## config.mk

```make
export PLATFORM = sky130hd
export DESIGN_NAME = uart_tx_arbiter_flat
export DESIGN_NICKNAME = d
export VERILOG_FILES = /design/src/rtl/uart_tx_arbiter_if.sv /design/src/rtl/uart_tx_arbiter.sv /design/src/flat_wrapper.sv
export SDC_FILE = /design/constraint.sdc
export NUM_CORES = 1
export LEC_CHECK = 0
export ABC_CLOCK_PERIOD_IN_PS = 3700
export CORE_MARGIN = 2
export CORE_UTILIZATION = 36
export DETAILED_ROUTE_END_ITERATION = 8
export PLACE_DENSITY_LB_ADDON = 0.12
export SYNTH_ARGS = -nofsm -noshare
export SYNTH_HDL_FRONTEND = slang
export SYNTH_SLANG_ARGS = --single-unit
export TNS_END_PERCENT = 50
```

## constraint.sdc

```tcl
create_clock -name clk -period 3.7 [get_ports clk]
set_clock_uncertainty 0.1 [all_clocks]
set_input_delay 0.74 -clock clk [delete_from_list [all_inputs] [get_ports clk]]
set_output_delay 0.74 -clock clk [all_outputs]
set_load 0.01 [all_outputs]
```

## src/rtl/uart_tx_arbiter_if.sv

```systemverilog
// Requester, configuration and APB master signals of uart_tx_arbiter.
// master is the arbiter's view; slave is the view of the sources and the UART register block.
interface uart_tx_arbiter_if #(
  parameter int ADDR_W = 32,
  parameter int DATA_W = 32
);
  logic                req0_valid;
  logic                req1_valid;
  logic [7:0]          req0_data;
  logic [7:0]          req1_data;
  logic                req0_ready;
  logic                req1_ready;
  logic [3:0]          cfg_br;
  logic [7:0]          cfg_clk;
  logic                busy;
  logic                err;
  logic                psel;
  logic                penable;
  logic                pwrite;
  logic [ADDR_W-1:0]   paddr;
  logic [DATA_W-1:0]   pwdata;
  logic [DATA_W/8-1:0] pstrb;
  logic [DATA_W-1:0]   prdata;
  logic                pready;
  logic                pslverr;

  modport master (
    input  req0_valid, req1_valid, req0_data, req1_data, cfg_br, cfg_clk,
    input  prdata, pready, pslverr,
    output req0_ready, req1_ready, busy, err,
    output psel, penable, pwrite, paddr, pwdata, pstrb
  );

  modport slave (
    output req0_valid, req1_valid, req0_data, req1_data, cfg_br, cfg_clk,
    output prdata, pready, pslverr,
    input  req0_ready, req1_ready, busy, err,
    input  psel, penable, pwrite, paddr, pwdata, pstrb
  );
endinterface

```

## src/rtl/uart_tx_arbiter.sv

```systemverilog
// Round-robin arbiter sharing the UART transmitter between two byte sources, driving its APB port.
// Define UART_TX_ARB_TIMEOUT_EN to drop a byte (and pulse err) after TIMEOUT_POLLS busy STAT reads.
module uart_tx_arbiter #(
  parameter int                ADDR_W        = 32,
  parameter int                DATA_W        = 32,
  parameter logic [ADDR_W-1:0] BASE_ADDR     = '0,
  parameter int                TIMEOUT_POLLS = 1024
) (
  input logic               clk,
  input logic               rst,
  uart_tx_arbiter_if.master bus
);
  localparam int STRB_W = DATA_W / 8;

  typedef enum logic [2:0] {
    S_INIT, S_IDLE, S_STAT_RD, S_DATA_WR, S_START_WR, S_CLR_WR
  } state_t;

  typedef enum logic [1:0] {PH_NONE, PH_SETUP, PH_ACCESS} phase_t;

  state_t      state_q, state_d;
  phase_t      phase_q, phase_d;
  logic        lastGrant_q, lastGrant_d;
  logic [7:0]  byte_q, byte_d;
  logic [11:0] cfgHold_q, cfgHold_d;
  logic        err_q, err_d;
  logic        grant0, grant1, xferDone, tbusy, timeoutHit;
  logic [11:0] ctrlCfg;
  logic        unusedApb;

  // lastGrant_q=1 means req1 was served last, so req0 wins the next tie.
  assign grant0   = (state_q == S_IDLE) && bus.req0_valid && (!bus.req1_valid || lastGrant_q);
  assign grant1   = (state_q == S_IDLE) && bus.req1_valid && (!bus.req0_valid || !lastGrant_q);
  assign xferDone = (phase_q == PH_ACCESS) && bus.pready;
  assign tbusy    = bus.prdata[0];
  assign unusedApb = ^{bus.pslverr, bus.prdata[DATA_W-1:1]};

`ifdef UART_TX_ARB_TIMEOUT_EN
  localparam int CNT_W = $clog2(TIMEOUT_POLLS + 1);
  logic [CNT_W-1:0] pollCnt_q;

  assign timeoutHit = (pollCnt_q == CNT_W'(TIMEOUT_POLLS - 1));

  always_ff @(posedge clk or posedge rst) begin
    if (rst) begin
      pollCnt_q <= '0;
    end else if (grant0 || grant1) begin
      pollCnt_q <= '0;
    end else if ((state_q == S_STAT_RD) && xferDone && tbusy) begin
      pollCnt_q <= pollCnt_q + CNT_W'(1);
    end
  end
`else
  localparam int unusedTimeout = TIMEOUT_POLLS;
  assign timeoutHit = 1'b0;
`endif

  always_ff @(posedge clk or posedge rst) begin
    if (rst) begin
      state_q     <= S_INIT;
      phase_q     <= PH_NONE;
      lastGrant_q <= 1'b1;
      byte_q      <= '0;
      cfgHold_q   <= '0;
      err_q       <= 1'b0;
    end else begin
      state_q     <= state_d;
      phase_q     <= phase_d;
      lastGrant_q <= lastGrant_d;
      byte_q      <= byte_d;
      cfgHold_q   <= cfgHold_d;
      err_q       <= err_d;
    end
  end

  always_comb begin
    state_d     = state_q;
    phase_d     = phase_q;
    lastGrant_d = lastGrant_q;
    byte_d      = byte_q;
    cfgHold_d   = cfgHold_q;
    err_d       = 1'b0;
    case (phase_q)
      PH_SETUP: begin
        phase_d   = PH_ACCESS;
        cfgHold_d = {bus.cfg_clk, bus.cfg_br};
      end
      PH_ACCESS: begin
        if (bus.pready) begin
          phase_d = PH_SETUP;
          case (state_q)
            S_STAT_RD: begin
              if (!tbusy) begin
                state_d = S_DATA_WR;
              end else if (timeoutHit) begin
                state_d = S_IDLE;
                phase_d = PH_NONE;
                err_d   = 1'b1;
              end
            end
            S_DATA_WR:  state_d = S_START_WR;
            S_START_WR: state_d = S_CLR_WR;
            default: begin
              state_d = S_IDLE;
              phase_d = PH_NONE;
            end
          endcase
        end
      end
      default: begin
        // INIT leaves reset with no transfer pending; IDLE waits for a grant.
        if (state_q == S_INIT) begin
          phase_d = PH_SETUP;
        end else if (grant0 || grant1) begin
          state_d     = S_STAT_RD;
          phase_d     = PH_SETUP;
          lastGrant_d = grant1;
          byte_d      = grant0 ? bus.req0_data : bus.req1_data;
        end
      end
    endcase
  end

  always_comb begin
    bus.psel    = (phase_q != PH_NONE);
    bus.penable = (phase_q == PH_ACCESS);
    bus.pwrite  = 1'b0;
    bus.paddr   = '0;
    bus.pwdata  = '0;
    bus.pstrb   = '0;
    // CTRL config is live during SETUP and held from it during ACCESS.
    ctrlCfg = (phase_q == PH_SETUP) ? {bus.cfg_clk, bus.cfg_br} : cfgHold_q;
    if (phase_q != PH_NONE) begin
      case (state_q)
        S_STAT_RD: begin
          bus.paddr = BASE_ADDR + ADDR_W'(4);
        end
        S_DATA_WR: begin
          bus.pwrite = 1'b1;
          bus.paddr  = BASE_ADDR + ADDR_W'(8);
          bus.pwdata = DATA_W'({24'h0, byte_q});
          bus.pstrb  = STRB_W'(4'b0001);
        end
        S_START_WR: begin
          bus.pwrite = 1'b1;
          bus.paddr  = BASE_ADDR;
          bus.pwdata = DATA_W'({16'h0, ctrlCfg, 2'b00, 1'b1, 1'b1});
          bus.pstrb  = STRB_W'(4'b0011);
        end
        default: begin
          bus.pwrite = 1'b1;
          bus.paddr  = BASE_ADDR;
          bus.pwdata = DATA_W'({16'h0, ctrlCfg, 2'b00, 1'b0, 1'b1});
          bus.pstrb  = STRB_W'(4'b0011);
        end
      endcase
    end
  end

  assign bus.req0_ready = grant0;
  assign bus.req1_ready = grant1;
  assign bus.busy       = (state_q != S_IDLE);
  assign bus.err        = err_q;
endmodule

```

## src/flat_wrapper.sv

```systemverilog
// flat-port wrapper written by rule: the top's interface ports become plain ports
module uart_tx_arbiter_flat 
#(
  parameter int                ADDR_W        = 32,
  parameter int                DATA_W        = 32,
  parameter logic [ADDR_W-1:0] BASE_ADDR     = '0,
  parameter int                TIMEOUT_POLLS = 1024
)
  (clk, rst, bus_req0_valid, bus_req1_valid, bus_req0_data, bus_req1_data, bus_cfg_br, bus_cfg_clk, bus_prdata, bus_pready, bus_pslverr, bus_req0_ready, bus_req1_ready, bus_busy, bus_err, bus_psel, bus_penable, bus_pwrite, bus_paddr, bus_pwdata, bus_pstrb);
  uart_tx_arbiter_if #(.ADDR_W(ADDR_W), .DATA_W(DATA_W)) bus_i ();
  input logic clk;
  input logic rst;
  input wire logic [$bits(bus_i.req0_valid)-1:0] bus_req0_valid;
  input wire logic [$bits(bus_i.req1_valid)-1:0] bus_req1_valid;
  input wire logic [$bits(bus_i.req0_data)-1:0] bus_req0_data;
  input wire logic [$bits(bus_i.req1_data)-1:0] bus_req1_data;
  input wire logic [$bits(bus_i.cfg_br)-1:0] bus_cfg_br;
  input wire logic [$bits(bus_i.cfg_clk)-1:0] bus_cfg_clk;
  input wire logic [$bits(bus_i.prdata)-1:0] bus_prdata;
  input wire logic [$bits(bus_i.pready)-1:0] bus_pready;
  input wire logic [$bits(bus_i.pslverr)-1:0] bus_pslverr;
  output wire logic [$bits(bus_i.req0_ready)-1:0] bus_req0_ready;
  output wire logic [$bits(bus_i.req1_ready)-1:0] bus_req1_ready;
  output wire logic [$bits(bus_i.busy)-1:0] bus_busy;
  output wire logic [$bits(bus_i.err)-1:0] bus_err;
  output wire logic [$bits(bus_i.psel)-1:0] bus_psel;
  output wire logic [$bits(bus_i.penable)-1:0] bus_penable;
  output wire logic [$bits(bus_i.pwrite)-1:0] bus_pwrite;
  output wire logic [$bits(bus_i.paddr)-1:0] bus_paddr;
  output wire logic [$bits(bus_i.pwdata)-1:0] bus_pwdata;
  output wire logic [$bits(bus_i.pstrb)-1:0] bus_pstrb;
  assign bus_i.req0_valid = bus_req0_valid;
  assign bus_i.req1_valid = bus_req1_valid;
  assign bus_i.req0_data = bus_req0_data;
  assign bus_i.req1_data = bus_req1_data;
  assign bus_i.cfg_br = bus_cfg_br;
  assign bus_i.cfg_clk = bus_cfg_clk;
  assign bus_i.prdata = bus_prdata;
  assign bus_i.pready = bus_pready;
  assign bus_i.pslverr = bus_pslverr;
  assign bus_req0_ready = bus_i.req0_ready;
  assign bus_req1_ready = bus_i.req1_ready;
  assign bus_busy = bus_i.busy;
  assign bus_err = bus_i.err;
  assign bus_psel = bus_i.psel;
  assign bus_penable = bus_i.penable;
  assign bus_pwrite = bus_i.pwrite;
  assign bus_paddr = bus_i.paddr;
  assign bus_pwdata = bus_i.pwdata;
  assign bus_pstrb = bus_i.pstrb;
  uart_tx_arbiter #(.ADDR_W(ADDR_W), .DATA_W(DATA_W), .BASE_ADDR(BASE_ADDR), .TIMEOUT_POLLS(TIMEOUT_POLLS)) u_core (.clk(clk), .rst(rst), .bus(bus_i));
endmodule
```

After elaboration in Yosys (flattened, before gate mapping)
Index checks and enable logic that the tools add are counted.
{"block": "totals", "regBits": 26, "output_inout_bits": 75, "elab_cells": 58}
{"block": "op_classes", "eq_ne": 10, "muxes": 21, "bitwise": 3, "reduce_logical": 19}
{"operator": "$pmux 16 s3", "n": 1}
{"operator": "$mux 16", "n": 1}
{"operator": "$mux 12", "n": 1}
{"operator": "$mux 3", "n": 4}
{"operator": "$pmux 3 s3", "n": 1}
{"operator": "$mux 4", "n": 2}
{"operator": "$mux 8", "n": 1}
{"operator": "$pmux 2 s2", "n": 2}
{"operator": "$pmux 4 s2", "n": 1}
{"operator": "$eq 3x2->1 const B", "n": 2}
{"operator": "$mux 2", "n": 3}
{"operator": "$pmux 3 s2", "n": 1}
{"operator": "$reduce_and 5->1", "n": 1}
{"operator": "$logic_and 1x1->1", "n": 4}
{"operator": "$ne 2x2->1 const B", "n": 2}
{"operator": "$reduce_bool 2->1", "n": 2}
{"operator": "$reduce_bool 4->1", "n": 1}
{"operator": "$eq 3x1->1 const B", "n": 1}
{"operator": "$eq 3x3->1 const B", "n": 1}
{"operator": "$logic_not 1->1", "n": 3}
{"operator": "$logic_not 3->1", "n": 1}
{"operator": "$logic_or 1x1->1", "n": 3}
{"operator": "$mux 1", "n": 3}
{"operator": "$ne 3x1->1 const B", "n": 1}
{"operator": "other kinds (8)", "n": 10}

Logic depth before layout (Yosys ltp)
Gate-level depths: netlist (run 1).
{"block": "logic_depth", "depth_word": 7, "depth_mapped": 7, "ltp_nobuf": 6}

Worst setup path before layout (run 1)
Ideal clock, no wire load.
{"block": "synth_path", "path_type": "reg-to-output", "startpoint": "reg u_core.phase_q[1]", "endpoint": "out bus_pwdata[10]", "arrival_ps": 1604, "required_time_ps": 2860, "slack_ps": 1256, "stages_incl_launch_ff": 7, "path_cell_list": "dfrtp_1 -> inv_1 -> ha_1 -> clkbuf_1 -> buf_2 -> mux2_2 -> nor2b_1"}
{"block": "synth_between", "elab_chain_cells": 4, "elab_cells_between_ends": 5, "cone_classes": "1 x eq/ne; 3 x mux; 1 x reduce/logical"}
{"element": "start, declared", "line": "uart_tx_arbiter.sv:22", "text": "phase_t phase_q, phase_d;"}
{"element": "start signal, assigned", "line": "uart_tx_arbiter.sv:68", "text": "phase_q <= phase_d;"}
{"element": "$eq 2x1->1", "line": "uart_tx_arbiter.sv:132", "text": "ctrlCfg = (phase_q == PH_SETUP) ? {bus.cfg_clk, bus.cfg_br} : cfgHold_q;"}
{"element": "$mux 12", "line": "uart_tx_arbiter.sv:132"}
{"element": "$pmux 16 s3", "line": "uart_tx_arbiter.sv:134", "text": "case (state_q)"}
{"element": "$mux 16 (*)", "line": "uart_tx_arbiter.sv:133", "text": "if (phase_q != PH_NONE) begin"}
{"element": "end, declared", "line": "flat_wrapper.sv:30", "text": "output wire logic [$bits(bus_i.pwdata)-1:0] bus_pwdata;"}
Every way passes the cells marked *; elsewhere a longest branch is shown, timed or not.

Final worst setup path (run 1)
{"block": "layout_path", "startpoint": "reg u_core.phase_q[1]", "endpoint": "out bus_pwdata[11]"}
The elaborated chain is that of the path after synthesis.

==> impl_results.md, run 1 <==
* DR WL/cell at between 10 and 15 um
* Synth cell types at 34
* GR Util All Layers at between 10% and 20%
* Final setup violation count at 0
* Setup CP Type: flip-flop to primary output
* CTS Buffer Depth at 2
* Hold Slack at between 0.3 and 0.4 ns
* Post-DR vias/cell at just over 4
* VDD IR-drop max at between 0.2 and 0.25 mV
* CTS clk-pin slew, worst paths at about 0.08 ns
* Final setup TNS at 0 ns
* Initial antenna violation count at 0
* Worst-margin pin slew at roughly 1 ns
* Die area at roughly 5600 sq um
* CTS Sinks at 26
* Worst setup EP type: primary output
* Grt ovf at 0
* Post-DP HPWL at 2810 um
* Worst EP required at between 2 and 3 ns
* Clock H-tree levels at 1
* Final ANT Viol Nets at 0
* Number of diodes at 0
* Core Rows at 25
* Most frequent cells in the layout: clkdlybuf4s50_1, conb_1, dfrtp_1, nand2_1, nor2_1
* Synth warn at 0
* DRC Markers at 0
* Fmax at ~0.31 GHz
* Hold WC Path Type: flip-flop to flip-flop
* Post-CTS resize count at 0
* Syn_area_per_cell at approximately 9 sq um
* Chip width at roughly 75 um
* Worst Setup Start Kind: flip-flop
* Data arrival time of the worst path at between 2 and 2.5 ns
* Total CTS buffers at 3
* PD cells at ~780 nW/um^2
* Setup Fix Bufs, Post-CTS at 0
* Hold-fix buffers, CTS at 0
* Mapped cell area at between 1500 and 2000 sq um
* Final min period at between 3 and 4 ns
* Slew Limit Headroom at between 30% and 40%
* Nets at approximately 320
* Drt pass-1 iters at 4
* Leading cell type in the layout, fill and taps excluded: clkdlybuf4s50_1
* Pins Over Slew Limit at 0
* RSZ-0062 raised after global routing: false
* Max cap viols at 0
* Seq cells post-synth at 26
* First-pass GRT wire length at between 5000 and 6000 um
* Area growth syn-to-layout at 29.9%
* Latest clock arrival within the worst-skew pair at approximately 0.27 ns
* Vias in the first global route at between 1000 and 1500
* Vias after detailed routing at around 1300
* Starting density of the core at between 30% and 40%
* Core ar. at ~4800 sq um
* Pin count of the biggest net entering global routing at 27
* Chip height at between 70 and 80 um
* Final Cell Area at 2330 sq um
* Root buf cell: clkbuf_8
* DR iter-0 viols at 55
* Sequential cell area fraction in the yosys report at a little over a third
* Port bufs at roughly 60
* Pleak at a little over 1 nW
* Fillers at between 400 and 500
* Synth Instances at 197
* Routability congestion estimate at ~0.8
* Final wirelength at 3550 um
* DP Area at roughly 2300 sq um
* Final critical-path share of the clock period at roughly 86%
* CTS tree: yes
* Status: finished, final reports clean
* I/O Pins at around 140
* Share of post-route cells with drive strength above 1 at roughly a tenth
* Final Hold Viols at 0
* Critical-path maximum fanout at 11
## worst max-delay path, stage by stage, from the launching register on
cell             delay, ns
dfrtp_1               0.41
inv_1                 0.09
ha_1                  0.37
buf_4                 0.26
mux2_2                0.36
nor2b_1               0.13
clkdlybuf4s50_1       0.48
## flip-flops by register name (all words and copies together), names as in the netlist
name                count
u_core.lastGrant_q      1
u_core.phase_q          2
u_core.state_q          3
u_core.byte_q           8
u_core.cfgHold_q       12
## kinds of logic (layout without fill, tap and decap cells)
group | after synthesis | count (layout) | synth area share (%)
buf+inv | 65 | 74 | 24.4
other cells | 1 | 49 | 0.209
simple gates | 58 | 58 | 16.6
flops | 26 | 26 | 36.4
fa+ha+maj | 3 | 3 | 2.09
compound gates | 32 | 32 | 12.8
mux | 12 | 12 | 7.54
## synthesized netlist by cell type
library cell | count | area (sq um)
buf_4 | 49 | 368
dfrtp_1 | 25 | 626
nand2_1 | 23 | 86.3
nor2_1 | 13 | 48.8
mux2_2 | 12 | 135
nor2b_1 | 11 | 68.8
a22o_1 | 7 | 61.3
a31oi_1 | 7 | 43.8
inv_1 | 7 | 26.3
o21ai_0 | 6 | 30.0
a21oi_1 | 4 | 20.0
clkbuf_1 | 4 | 15.0
ha_1 | 3 | 37.5
a31oi_2 | 2 | 25.0
and2_1 | 2 | 12.5
and3_1 | 2 | 12.5
buf_2 | 2 | 10.0
nand2b_1 | 2 | 12.5
a2111oi_0 | 1 | 8.76
a211oi_1 | 1 | 7.51
a221oi_1 | 1 | 8.76
a32oi_1 | 1 | 8.76
buf_6 | 1 | 11.3
clkinv_1 | 1 | 3.75
conb_1 | 1 | 3.75
dfstp_2 | 1 | 26.3
inv_2 | 1 | 3.75
nand3_2 | 1 | 10.0
nor3_1 | 1 | 5.00
nor3_4 | 1 | 16.3
nor3b_4 | 1 | 18.8
o21bai_1 | 1 | 7.51
o31ai_1 | 1 | 7.51
or2_2 | 1 | 6.26
## power by group
| part | internal (mW) | switching (mW) |
|---|---|---|
| clock | 0.145 | 0.0892 |
| sequential | 0.430 | 0.0873 |
| combinational | 0.588 | 0.483 |
## path summary, 6_finish.rpt
kind                                       from              endpoint  slack (ns)  cells after the start
max                           u_core.phase_q[1]        bus_pwdata[11]        0.51                      6
min                        u_core.cfgHold_q[10]  u_core.cfgHold_q[10]        0.40                      1
max reg2reg                   u_core.state_q[1]      u_core.byte_q[7]        1.80                      5
min reg2reg                u_core.cfgHold_q[10]  u_core.cfgHold_q[10]        0.40                      1
max in group asynchronous                   rst     u_core.state_q[0]        1.98                      2
min in group asynchronous                   rst   u_core.cfgHold_q[3]        0.90                      2
## final cells by class
cell class | instances | area (sq um) | share of cell area, %
multi-input cells | 154 | 883 | 37.9
flip-flops and latches | 26 | 652 | 28.0
repair buffers | 61 | 606 | 26.0
well taps | 67 | 83.8 | 3.60
clock buffers | 3 | 41.3 | 1.77
inverters | 9 | 33.8 | 1.45
clock inverters | 1 | 30.0 | 1.29
## metrics by stage
step	cells	power [mW]	utilization (%)	worst slack (ns)
4_1_cts	321	1.85	49.0	0.472
2_1_floorplan	245	1.19	-	1.26
5_1_grt	321	1.98	49.0	0.358
6_report	321	1.82	49.0	0.511
3_5_place_dp	317	1.62	47.5	0.634
3_3_place_gp	317	1.60	47.5	0.637
## routing by layer
layer	routed length (um)	share of wire, %	GRT usage, %
met4	36	1.0	3.57
met1	1510	43	17.2
met5	0	0	0
met2	1720	48	20.4
met3	286	8.1	3.52
Power figures use the tool's default switching activity.
==> run 2: changes to the inputs <==
- ABC_AREA: not set -> 1
- CORE_UTILIZATION: 36 -> 37
- SKIP_LAST_GASP: not set -> 1
==> run 2 against run 1 <==
Compared with the run above: final cell count increased by 27%; register-to-register slack improved by 0.32 ns; flip-flop and latch count unchanged; worst setup slack improved by 0.084 ns; final area increased by 5.9%; critical path type unchanged; highest routed layer unchanged; clock power about the same; maximum frequency increased by 2.7%.
==> impl_results.md, run 2 <==
* Status: finished, final reports clean
* Count leader, synth: nand2_1
* Pin count of the biggest net entering global routing at 27 (unchanged)
* Hold WC Path Type: flip-flop to flip-flop
* CTS clk-pin slew, worst paths at 0.09 ns (about the same)
* Synth Instances at 280 (+42%)
* Final Hold Viols at 0 (unchanged)
* CP startpoint: u_core.phase_q[0]
* Prevailing post-synth register cell: dfrtp_1
* Vias in the first global route at 1427 (+21%)
* Dpl cells at 405 (+28%)
* Most frequent cells in the layout: nand2_1, clkdlybuf4s50_1, conb_1, inv_1, dfrtp_1
* Data arrival time of the worst path at 2.26 ns (-0.09 ns)
* Die area at 5780 sq um (+4.0%)
* Post-CTS resize count at 0 (unchanged)
* Max cap viols at 0 (unchanged)
* Slew Limit Headroom at 33.1% (about the same)
* Most flop-heavy register: u_core.cfgHold_q
* Initial antenna violation count at 0 (unchanged)
* Finished Layout Cells at 409 (+27%)
* Synth cell types at 24 (-29%)
* DR iter-0 viols at 63 (+15%)
* Final min period at 3.10 ns (-0.0844 ns)
* Synth area leader: dfrtp_1
* Pleak at 1.36 nW (+33%)
* GR Util All Layers at 13.3% (+0.48 points)
* Vias after detailed routing at 1562 (+18%)
* Hold Slack at 0.391 ns (-0.00727 ns)
* Pins Over Slew Limit at 0 (unchanged)
* Core Rows at 26 (+4.0%)
* Post-DP HPWL at 2900 um (+3.5%)
* WHS Path Cells at 2 (+1)
* Synth warn at 0 (unchanged)
* Starting density of the core at 38.1% (+0.38 points)
* Routability congestion estimate at 0.882 (+13%)
* Largest register FFs at 12 (unchanged)
* PD cells at 239 nW/um^2 (-69%)
* Seq cells post-synth at 26 (unchanged)
* CTS Buffer Depth at 2 (unchanged)
* Clock H-tree levels at 1 (unchanged)
* CTS tree: yes
* Syn_area_per_cell at 6.86 sq um (-25%)
* Fmax at 0.322 GHz (+2.7%)
* Final ANT Viol Nets at 0 (unchanged)
* Drt pass-1 iters at 4 (unchanged)
* DRC Markers at 0 (unchanged)
* Port bufs at 59 (unchanged)
* Critical-path maximum fanout at 14 (+3)
* Post-DR vias/cell at 3.82 (-7.3%)
* Synth area leaders: dfrtp_1, buf_4, nand2_1
* FF-to-FF End: u_core.byte_q[7]
* DR WL/cell at 9.04 um (-18%)
* Core ar. at 5040 sq um (+6.1%)
* Grt ovf at 0 (unchanged)
* Synth cell count leaders: nand2_1, buf_4, inv_1
* Worst-margin pin slew at 1.00 ns (-0.000290 ns)
* CTS Sinks at 26 (unchanged)
* Total CTS buffers at 3 (unchanged)
* Final critical-path share of the clock period at 83.9% (-2.3 points)
* Sequential cell area fraction in the yosys report at 33.9% (-2.4 points)
* Fillers at 538 (+12%)
* VDD IR-drop max at 0.130 mV (-40%)
* Top-area cell type share of the netlist area at 32.6% (-2.3 points)
* Setup CP Type: flip-flop to primary output
* Setup crit end: bus_pwdata[4]
* Worst Setup Start Kind: flip-flop
* Chip height at 76.0 um (+2.0%)
* Worst setup EP type: primary output
* Leading cell type in the layout, fill and taps excluded: nand2_1
* R2r setup slk at 2.12 ns (+0.32 ns)
* Chip width at 76.0 um (+2.0%)
* RSZ-0062 raised after global routing: false
* Setup Fix Bufs, Post-CTS at 0 (unchanged)
* Nets at 409 (+26%)
* Hold-fix buffers, CTS at 0 (unchanged)
* Worst EP required at 2.86 ns (about the same)
* I/O Pins at 141 (unchanged)
* Post-synth EDFFs at 0 (unchanged)
* Root buf cell: clkbuf_8
* Share of post-route cells with drive strength above 1 at 5.60% (-4.6 points)
* Area growth syn-to-layout at 28.5%
* Worst R2R Path Depth at 8 (+3)
* Number of diodes at 0 (unchanged)
* Final setup violation count at 0 (unchanged)
* First-pass GRT wire length at 6380 um (+17%)
* Mapped cell area at 1920 sq um (+7.1%)
* Top flop regs: u_core.cfgHold_q (12), u_core.byte_q (8), u_core.state_q (3)
* Final wirelength at 3700 um (+4.1%)
* Post-synth ARST share at 100% (unchanged)
* Final setup TNS at 0 ns (unchanged)
* Latest clock arrival within the worst-skew pair at 0.27 ns (about the same)
* Reg2reg start: u_core.lastGrant_q
-- run 2: cell count changes in the layout (fill, tap and decap cells not counted), sizes merged, moves of 9 or more --
cell,previous run,this run
mux2,12,0
nor2b,11,0
inv,8,47
nand2,23,97
a31oi,9,0
-- run 2: layout make-up --
type	instances	area (sq um)	area share [%]
Clock buffer	3	41.3	1.67
Inverter	47	176	7.15
Timing Repair Buffer	61	606	24.5
Multi-Input combinational cell	201	875	35.4
Clock inverter	1	30.0	1.22
Tap cell	70	87.6	3.55
Sequential cell	26	652	26.4
-- run 2: worst min path at each step --
stage	from	slack, ns	end
final	u_core.byte_q[3]	0.39	u_core.byte_q[3]
after global routing	u_core.byte_q[2]	0.40	u_core.byte_q[2]
after CTS	u_core.byte_q[1]	0.39	u_core.byte_q[1]
after detailed placement	u_core.byte_q[1]	0.37	u_core.byte_q[1]
after global placement	u_core.byte_q[0]	0.36	u_core.byte_q[0]
after floorplan	u_core.byte_q[2]	0.35	u_core.byte_q[2]
-- run 2: layer usage --
metal,global-route usage (%),wire length [um],up-vias
met1,16.7,1660,642
met5,0,0,-
met3,2.96,326,4
met4,5.82,51,0
li1,-,-,847
met2,21.9,1660,69
-- run 2: kinds of logic after synthesis --
group,share of synthesized area [%]
other,0.195
AO/OA/AOI/OAI,6.91
AND/OR/NAND/NOR,27.1
adder cells (fa/ha/maj),1.95
buffers and inverters,29.9
flip-flops,33.9
-- run 2: per-stage QoR --
stage                     utilization (%)  area [sq um]  worst slack [ns]  power, mW
after CTS                            48.9          2470             0.556      0.599
after global placement               47.5          2400             0.688      0.359
after global routing                 48.9          2470             0.355      0.618
after floorplan                         -          2100              1.56      0.360
final                                48.9          2470             0.596      0.591
after detailed placement             47.5          2400             0.700      0.359
-- run 2: critical path, cell delays in order, from the launching register on --
cell	delay (ns)
dfrtp_1	0.38
inv_1	0.07
ha_1	0.26
inv_1	0.11
nand2_1	0.33
o21ai_1	0.27
clkdlybuf4s50_1	0.57
-- run 2: power by group --
group / internal, mW / switching (mW) / total (mW)
combinational: 0.0329 / 0.0365 / 0.0694
clock: 0.145 / 0.0926 / 0.237
sequential: 0.284 / 0 / 0.284
total: 0.462 / 0.129 / 0.591
==> run 3: changes to the inputs <==
- ABC_CLOCK_PERIOD_IN_PS: 3700 -> 2900
- CORE_UTILIZATION: 37 -> 35
- clock period: 3.7 -> 2.9 ns (I/O delays scaled with it)
==> run 3 against run 2 <==
Compared with the run above: register-to-register slack lost 0.81 ns; flip-flop and latch count is the same; wire length grew 2.5%; utilization shrank 0.86 points; sequential power grew 27%; final area grew 1.4%; final cell count grew 0.49%; global-route usage shrank 0.89 points; combinational power grew 29%; total power grew 28%; critical path type unchanged.
==> impl_results.md, run 3 (same netlist as run 2, synthesis figures left out) <==
* Post-CTS resize count at 0 (unchanged)
* Hold WC Path Type: flip-flop to flip-flop
* Cell internal pwr at 0.590 mW (+28%)
* Final ANT Viol Nets at 0 (unchanged)
* Worst Setup Start Kind: flip-flop
* Final Hold Viols at 0 (unchanged)
* Most frequent cells in the layout: nand2_1, clkdlybuf4s50_1, conb_1, inv_1, dfrtp_1
* Chip width at 78.1 um (+2.7%)
* Final min period at 2.76 ns
* Worst-margin pin slew at 0.602 ns (-0.401 ns)
* Switch Pwr at 0.165 mW (+27%)
* Post-route setup slack at 0.140 ns (-0.456 ns)
* Fmax at roughly 0.36 GHz
* Finished Layout Cells at 411 (+0.49%)
* Pleak at 1.41 nW (+3.4%)
* Clock power frac at 40.1% (about the same)
* Area growth syn-to-layout at 30.3%
* Nets at 411 (+0.49%)
* First-pass GRT wire length at 6130 um (-3.8%)
* Chip height at 78.1 um (+2.7%)
* VDD IR-drop max at 0.275 mV (+110%)
* DR WL/cell at 9.22 um (+2.0%)
* RSZ-0062 raised after global routing: true
* Share of post-route cells with drive strength above 1 at 6.45% (+0.85 points)
* Setup CP Type: flip-flop to primary output
* DRC Markers at 0 (unchanged)
* Critical-path maximum fanout at 14 (unchanged)
* Pins Over Slew Limit at 0 (unchanged)
* Latest clock arrival within the worst-skew pair at 0.27 ns (about the same)
* Number of diodes at 0 (unchanged)
* CTS clk-pin slew, worst paths at 0.09 ns (about the same)
* Total CTS buffers at 3 (unchanged)
* Starting density of the core at 36.9% (-1.2 points)
* Root buf cell: clkbuf_8
* Data arrival time of the worst path at 2.08 ns (-0.18 ns)
* Grt ovf at 0 (unchanged)
* I/O Pins at 141 (unchanged)
* Status: finished, final reports clean
* Clock H-tree levels at 1 (unchanged)
* Port bufs at 59 (unchanged)
* CTS Buffer Depth at 2 (unchanged)
* Max cap viols at 0 (unchanged)
* CTS tree: yes
* Drt pass-1 iters at 4 (unchanged)
* Worst EP required at 2.22 ns (-0.64 ns)
* Pre-CTS setup slack at 0.214 ns (-0.486 ns)
* PD cells at 301 nW/um^2 (+26%)
* Post-DR vias/cell at 3.96 (+3.6%)
* Final setup violation count at 0 (unchanged)
* Post-DP HPWL at 3020 um (+4.0%)
* Final wirelength at 3790 um (+2.5%)
* Setup Fix Bufs, Post-CTS at 0 (unchanged)
* Worst setup EP type: primary output
* Final critical-path share of the clock period at between 90% and 100%
* Slew Limit Headroom at 59.8% (+27 points)
* Vias after detailed routing at 1626 (+4.1%)
* Core Rows at 26 (unchanged)
* R2r setup slk at 1.31 ns (-0.81 ns)
* CTS Sinks at 26 (unchanged)
* DR iter-0 viols at 49 (-22%)
* Seq pwr share at 48.0% (about the same)
* Pin count of the biggest net entering global routing at 25 (-7.4%)
* Final setup TNS at 0 ns (unchanged)
* Routability congestion estimate at 0.877 (-0.56%)
* GR Util All Layers at 12.4% (-0.89 points)
* Core ar. at 5200 sq um (+3.2%)
* Comb pwr share at 11.9% (+0.2 points)
* Switching Fraction at 21.8% (-0.037 points)
* Vias in the first global route at 1441 (+0.98%)
* Most flop-heavy register: u_core.cfgHold_q
* Leading cell type in the layout, fill and taps excluded: nand2_1
* Top flop regs: u_core.cfgHold_q (12), u_core.byte_q (8), u_core.state_q (3)
* Largest register FFs at 12 (unchanged)
* Tot Pwr at 0.754 mW (+28%)
* Hold-fix buffers, CTS at 0 (unchanged)
* Fillers at 538 (unchanged)
* Dpl cells at 407 (+0.49%)
* Die area at 6100 sq um (+5.4%)
* Initial antenna violation count at 0 (unchanged)
==> run 3: layout make-up <==
type	instances	area (sq um)	area share (%)
inverters	47	176	7.05
well taps	70	87.6	3.50
clock inverters	1	30.0	1.20
multi-input cells	201	877	35.0
clock buffers	3	41.3	1.65
repair buffers	63	638	25.5
flip-flops and latches	26	652	26.0
==> run 3: metrics by stage <==
| stage | hold WS (ns) | util [%] | instance area (sq um) |
|---|---|---|---|
| 2_1_floorplan | 0.349 | - | 2100 |
| 3_3_place_gp | 0.364 | 46.6 | 2420 |
| 3_5_place_dp | 0.368 | 46.6 | 2420 |
| 4_1_cts | 0.392 | 47.9 | 2490 |
| 5_1_grt | 0.407 | 48.1 | 2500 |
| 6_report | 0.387 | 48.1 | 2500 |
==> run 3: final timing paths <==
| path | from | endpoint | cells past startpoint |
|---|---|---|---|
| setup / recovery | u_core.phase_q[0] | bus_pwdata[6] | 7 |
| hold / removal | u_core.byte_q[2] | u_core.byte_q[2] | 2 |
| setup reg to reg | u_core.lastGrant_q | u_core.byte_q[7] | 8 |
| hold reg to reg | u_core.byte_q[2] | u_core.byte_q[2] | 2 |
| max in group asynchronous | rst | u_core.cfgHold_q[11] | 3 |
| min in group asynchronous | rst | u_core.byte_q[7] | 2 |
==> run 3: layer usage <==
layer | routed length [um] | GRT usage [%] | vias up
met5 | 0 | 0 | -
met4 | 57 | 4.74 | 0
met3 | 334 | 2.76 | 5
met2 | 1750 | 21.3 | 67
met1 | 1650 | 15.1 | 698
li1 | - | - | 856
==> run 3: power groups by stage <==
| stage | combinational, mW | clock, mW | sequential, mW |
|---|---|---|---|
| 3_5_place_dp | 0.0897 | 0 | 0.369 |
| 3_3_place_gp | 0.0899 | 0 | 0.369 |
| 6_report | 0.0898 | 0.302 | 0.362 |
| 2_1_floorplan | 0.0901 | 0 | 0.369 |
| 4_1_cts | 0.0898 | 0.313 | 0.362 |
| 5_1_grt | 0.101 | 0.333 | 0.362 |
==> run 3: critical path, cell delays in order, from the launching register on <==
cell,delay [ns]
dfrtp_1,0.39
inv_1,0.07
ha_1,0.28
inv_1,0.12
nand2_1,0.06
buf_4,0.19
o21ai_1,0.14
clkdlybuf4s50_1,0.55
